**config.mk**
```make
export PLATFORM = sky130hd
export DESIGN_NAME = led_status_ctrl
export DESIGN_NICKNAME = d
export VERILOG_FILES = /design/src/rtl/led_status_ctrl.sv
export SDC_FILE = /design/constraint.sdc
export NUM_CORES = 1
export LEC_CHECK = 0
export BUFFER_PORTS_ARGS = -buffer_cell sky130_fd_sc_hd__buf_2
export CAP_MARGIN = 20
export CELL_PAD_IN_SITES_DETAIL_PLACEMENT = 2
export CELL_PAD_IN_SITES_GLOBAL_PLACEMENT = 2
export CORE_MARGIN = 5
export CORE_UTILIZATION = 39
export DETAILED_ROUTE_END_ITERATION = 10
export PLACE_DENSITY_LB_ADDON = 0.1
export SYNTH_ARGS = -nofsm -noshare
export SYNTH_HDL_FRONTEND = slang
export SYNTH_SLANG_ARGS = --single-unit
```
**constraint.sdc**
```tcl
create_clock -name usb_clk -period 4.2 [get_ports usb_clk]
set_input_delay 0.84 -clock usb_clk [delete_from_list [all_inputs] [get_ports usb_clk]]
set_output_delay 0.84 -clock usb_clk [all_outputs]
set_load 0.005 [all_outputs]
```
**src/rtl/led_status_ctrl.sv**
```systemverilog
// led_status_ctrl: per-channel LED mode mux with heartbeat watchdogs, activity
// stretch and an error flash override, all in usb_clk. Only I_alive_tog is
// asynchronous. Build option: define LED_ERROR_LATCH_EN to make the error
// override sticky until I_clear_error.
module led_status_ctrl #(
   parameter int unsigned pCHANNELS      = 4,
   parameter int unsigned pALIVE         = 2,
   parameter int unsigned pTICK_DIV      = 48000,
   parameter int unsigned pTIMEOUT       = 8,
   parameter int unsigned pSTRETCH       = 4,
   parameter logic [7:0]  pFLASH_PATTERN = 8'b0000_0101
) (
   input  logic                   usb_clk,
   input  logic                   reset_i,
   input  logic [pALIVE-1:0]      I_alive_tog,
   input  logic [pCHANNELS-1:0]   I_status,
   input  logic [2*pCHANNELS-1:0] I_mode,
   input  logic                   I_error,
   input  logic                   I_clear_error,
   output logic [pCHANNELS-1:0]   O_led,
   output logic [pALIVE-1:0]      O_alive,
   output logic                   O_error_active
);

   localparam int unsigned      PresW       = (pTICK_DIV > 1) ? $clog2(pTICK_DIV) : 1;
   localparam logic [PresW-1:0] TickLast    = PresW'(pTICK_DIV - 1);
   localparam logic [7:0]       Timeout     = 8'(pTIMEOUT);
   localparam logic [7:0]       StretchLoad = 8'(pSTRETCH);

   logic [pALIVE-1:0]    sync1_q, sync2_q, sync3_q, edge_q;
   logic [pALIVE-1:0]    alive_q, alive_d, stretch_on;
   logic [PresW-1:0]     presc_q, presc_d;
   logic                 tick;
   logic [2:0]           step_q, step_d;
   logic                 err_q, err_d;
   logic [pCHANNELS-1:0] led_q, led_d;

`ifdef LED_ERROR_LATCH_EN
   // Sticky error; a new error beats a simultaneous clear
   assign err_d = I_error | (err_q & ~I_clear_error);
`else
   logic unused_clear_error;
   assign err_d              = I_error;
   assign unused_clear_error = I_clear_error;
`endif

   // Free-running tick prescaler and flash step sequencing
   always_comb begin
      tick    = (presc_q == TickLast);
      presc_d = tick ? '0 : presc_q + PresW'(1);
      if (err_d && !err_q) begin
         step_d = '0;                      // every new error starts at pattern bit 0
      end else if (err_d && tick) begin
         step_d = step_q + 3'd1;
      end else begin
         step_d = step_q;
      end
   end

   for (genvar s = 0; s < pALIVE; s++) begin : g_src
      logic [7:0] wdog_q, wdog_d, stretch_q, stretch_d;

      // Edge pulse clears the watchdog and reloads the stretch, beating any tick
      always_comb begin
         if (edge_q[s]) begin
            wdog_d    = '0;
            stretch_d = StretchLoad;
         end else begin
            wdog_d    = (tick && (wdog_q < Timeout)) ? wdog_q + 8'd1 : wdog_q;
            stretch_d = (tick && (stretch_q != '0)) ? stretch_q - 8'd1 : stretch_q;
         end
      end

      // Per-source watchdog and stretch counters; sources start dead
      always_ff @(posedge usb_clk) begin
         if (reset_i) begin
            wdog_q    <= Timeout;
            stretch_q <= '0;
         end else begin
            wdog_q    <= wdog_d;
            stretch_q <= stretch_d;
         end
      end

      // Next-state values feed the output flops so alive/stretch track the edge pulse
      assign alive_d[s]    = (wdog_d < Timeout);
      assign stretch_on[s] = (stretch_d != '0);
   end

   for (genvar c = 0; c < pCHANNELS; c++) begin : g_chan
      localparam int unsigned Src = c % pALIVE;
      logic led_c;

      // Error flash overrides the channel's selected mode
      always_comb begin
         if (err_d) begin
            led_c = pFLASH_PATTERN[step_d];
         end else begin
            unique case (I_mode[2*c +: 2])
               2'b00:   led_c = I_status[c];
               2'b01:   led_c = sync2_q[Src];
               2'b10:   led_c = stretch_on[Src];
               default: led_c = 1'b0;
            endcase
         end
      end

      assign led_d[c] = led_c;
   end

   // Synchroniser chain, prescaler, flash step and registered outputs
   always_ff @(posedge usb_clk) begin
      if (reset_i) begin
         sync1_q <= '0;
         sync2_q <= '0;
         sync3_q <= '0;
         edge_q  <= '0;
         presc_q <= '0;
         step_q  <= '0;
         err_q   <= 1'b0;
         led_q   <= '0;
         alive_q <= '0;
      end else begin
         sync1_q <= I_alive_tog;
         sync2_q <= sync1_q;
         sync3_q <= sync2_q;
         edge_q  <= sync2_q ^ sync3_q;
         presc_q <= presc_d;
         step_q  <= step_d;
         err_q   <= err_d;
         led_q   <= led_d;
         alive_q <= alive_d;
      end
   end

   assign O_led          = led_q;
   assign O_alive        = alive_q;
   assign O_error_active = err_q;

endmodule

```
==> results.toml <==
[status]
outcome = "finished, final reports clean"

[global_route]
grtUsageMet3_pct = 3.284
grt_max_degree = 33
grt_pass1_vias = 2616
gr-total-overflow = 0
grtUsageMet1_pct = 21.70
antenna_found_initial = 0
grt.busiest_layer = "met2"
use_met2_pct = 30.53
grt_pass1_wl_um = 12470
grt_usage_pct = 17.76

[floorplanning]
num_rows = 31
fp.dieH_um = 96.16
die_w_um = 96.16
dieArea_mm2 = 0.009247
initial_core_util_pct = 39.92
core_area_mm2 = 0.007253
io_pins = 25

[final_layout]
drive_gt1_share_pct = 12.57
diodes = 0
fin_nets = 379
syn2layout_area_growth_pct = 13.70

[cts]
h-tree-depth = 3
cts_tree = "done"
cts.reportedPaths.clkPinSlew_ps = 70
cts.sinks = 66
holdBufCountCts = 0
clk_path_buf_depth = 2
root_buffer = "clkbuf_8"
cts_repair_resize_count = 0
postCtsSetupBuffers = 0
clk_latency_ps = 340
numCtsBuffers = 9

[logic_synthesis]
synthArstFlopShare_pct = 0
syn_nets = 356
ys_seq_area_share_pct = 45.64
synth_cells = 330
synth_warnings = 0
yosys_most_used_dff = "dfxtp_1"
synth_cell_types = 41
syn-cell-area_mm2 = 0.002895
synth_edf_count = 0
postSynthAreaPerCell_um2 = 8.774
ys_seq_elements = 66

[routing]
viasPerCell = 5.339
drt_wl_total_um = 7541
drt_iter0_drc = 44
wire_per_inst_um = 16.50
first_pass_iters = 4
remaining_drc_errors = 0
antenna_left = 0
routed-via-count = 2440

[timing]
rsz0062_at_grt = "no"
finalHoldViolCount = 0
finalMaxSlewViolations = 0
slew_headroom_pct = 59.56
fin_setup_tns_ps = 0
setup_violations = 0
min_period_ps = 2815
period_share_pct = 67.01
clock.fmax_mhz = 355.3
setup_slack_ps = 1385
worst_pin_slew_ps = 606.7
clock_skew_ps = 6.241

[worst_setup_path]
crit_type = "register to register"
arrival_ps = 3050
worst_setup_path_end_kind = "register"
worstPathRequired_ps = 4440
worstSetupStartpointType = "register"
rrSetupSlack_ps = 1390
crit_fanout = 9

[flow_run]
maxCapViolations = 0

[power_and_ir_drop]
ir_drop_v = 0.0001464
powerDensity_mw_per_mm2 = 378.9
leakagePower_nw = 1.346

[place]
pre_cts_slack_ps = 1411
port_buffers = 23
place.gp.congestion = 0.7092
dp_hpwl_um = 5246

[min_path]
min_path_type = "register to register"
[routing by layer]
layer | share of wire, % | wire (um) | vias up
met5 | 0 | 0 | -
met4 | 1.6 | 121 | 0
met3 | 2.9 | 217 | 11
met2 | 50 | 3786 | 27
met1 | 45 | 3415 | 1216
li1 | - | - | 1186
[sequential cells by signal, indices dropped and copies added, names as in the netlist]
signal           count
g_src.stretch_q     16
sync3_q              2
O_led                4
sync1_q              2
O_alive              2
O_error_active       1
sync2_q              2
g_src.wdog_q        16
step_q               3
edge_q               2
presc_q             16
[report_power, final]
part	internal (mW)	switching [mW]	total, mW
logic	0.0268	0.0385	0.0653
registers	0.638	0.00982	0.648
clock network	0.295	0.239	0.534
total	0.960	0.288	1.25
[layout make-up]
cell class	count	area (um^2)
clock inverter	1	5.005
timing repair buffer	23	115.1
inverter	9	33.78
fill	815	3961
sequential	66	1321
tap	99	123.9
clock buffer	15	196.4
multi-input combinational	244	1496
[final timing paths]
| path | startpoint | to | cells past startpoint |
|---|---|---|---|
| max | presc_q[0] | O_led[3] | 8 |
| min | sync1_q[1] | sync2_q[1] | 1 |
| max reg2reg | presc_q[0] | O_led[3] | 8 |
| min reg2reg | sync1_q[1] | sync2_q[1] | 1 |
[critical path: stages (launching register included)]
cell	delay [ps]
dfxtp_1	410
ha_1	320
and4b_1	240
nand4_1	440
or4_1	660
nand2_1	100
nor3_1	70
a31o_1	240
o32ai_1	240
[cell usage after synthesis, drive strengths merged, types with 6 or more instances]
cell,number,area share (%)
and2,11,2.4
nand2,20,2.6
a31oi,6,1.3
nor2b,10,2.2
nor2,59,7.6
dfxtp,66,46
ha,8,3.5
xnor2,11,3.3
xor2,15,4.5
nand3,15,2.6
inv,9,1.2
a21oi,13,2.2
clkbuf,6,0.78
nor3,7,1.2
[stage by stage]
| stage | hold slack, ps | instances | util [%] | cell area (um^2) | total power, mW |
|---|---|---|---|---|---|
| floorplan | 413.8 | 330 | - | 2895 | 0.6987 |
| global placement | 424.1 | 441 | 42.61 | 3090 | 0.7241 |
| detailed placement | 441.7 | 441 | 42.61 | 3090 | 0.7274 |
| CTS | 452.6 | 457 | 45.39 | 3292 | 1.267 |
| global route | 469.8 | 457 | 45.39 | 3292 | 1.313 |
| finish | 447.2 | 457 | 45.39 | 3292 | 1.247 |
[cells in the final DEF, fill, tap and decap left out, types with 5 or more instances in the layout]
cell / n
nand3_1: 15
o21ai_0: 5
or4_1: 5
and3_1: 5
a31oi_1: 6
clkbuf_8: 14
dfxtp_1: 66
nor2b_1: 10
nand4_1: 5
ha_1: 8
xnor2_1: 11
inv_1: 9
nand2_1: 20
xor2_1: 15
and2_1: 11
a21oi_1: 13
nor3_1: 7
buf_2: 23
nor2_1: 59
[kinds of logic (layout without fill, tap and decap cells)]
kind of cell,after synthesis,in the layout,share of synthesized area (%)
buf+inv,20,48,2.679
mux,6,6,2.161
fa+ha+maj,8,8,3.457
simple gates,163,163,29.08
xor+xnor,26,26,7.865
compound gates,41,41,9.118
flops,66,66,45.64
Power figures use the tool's default switching activity.
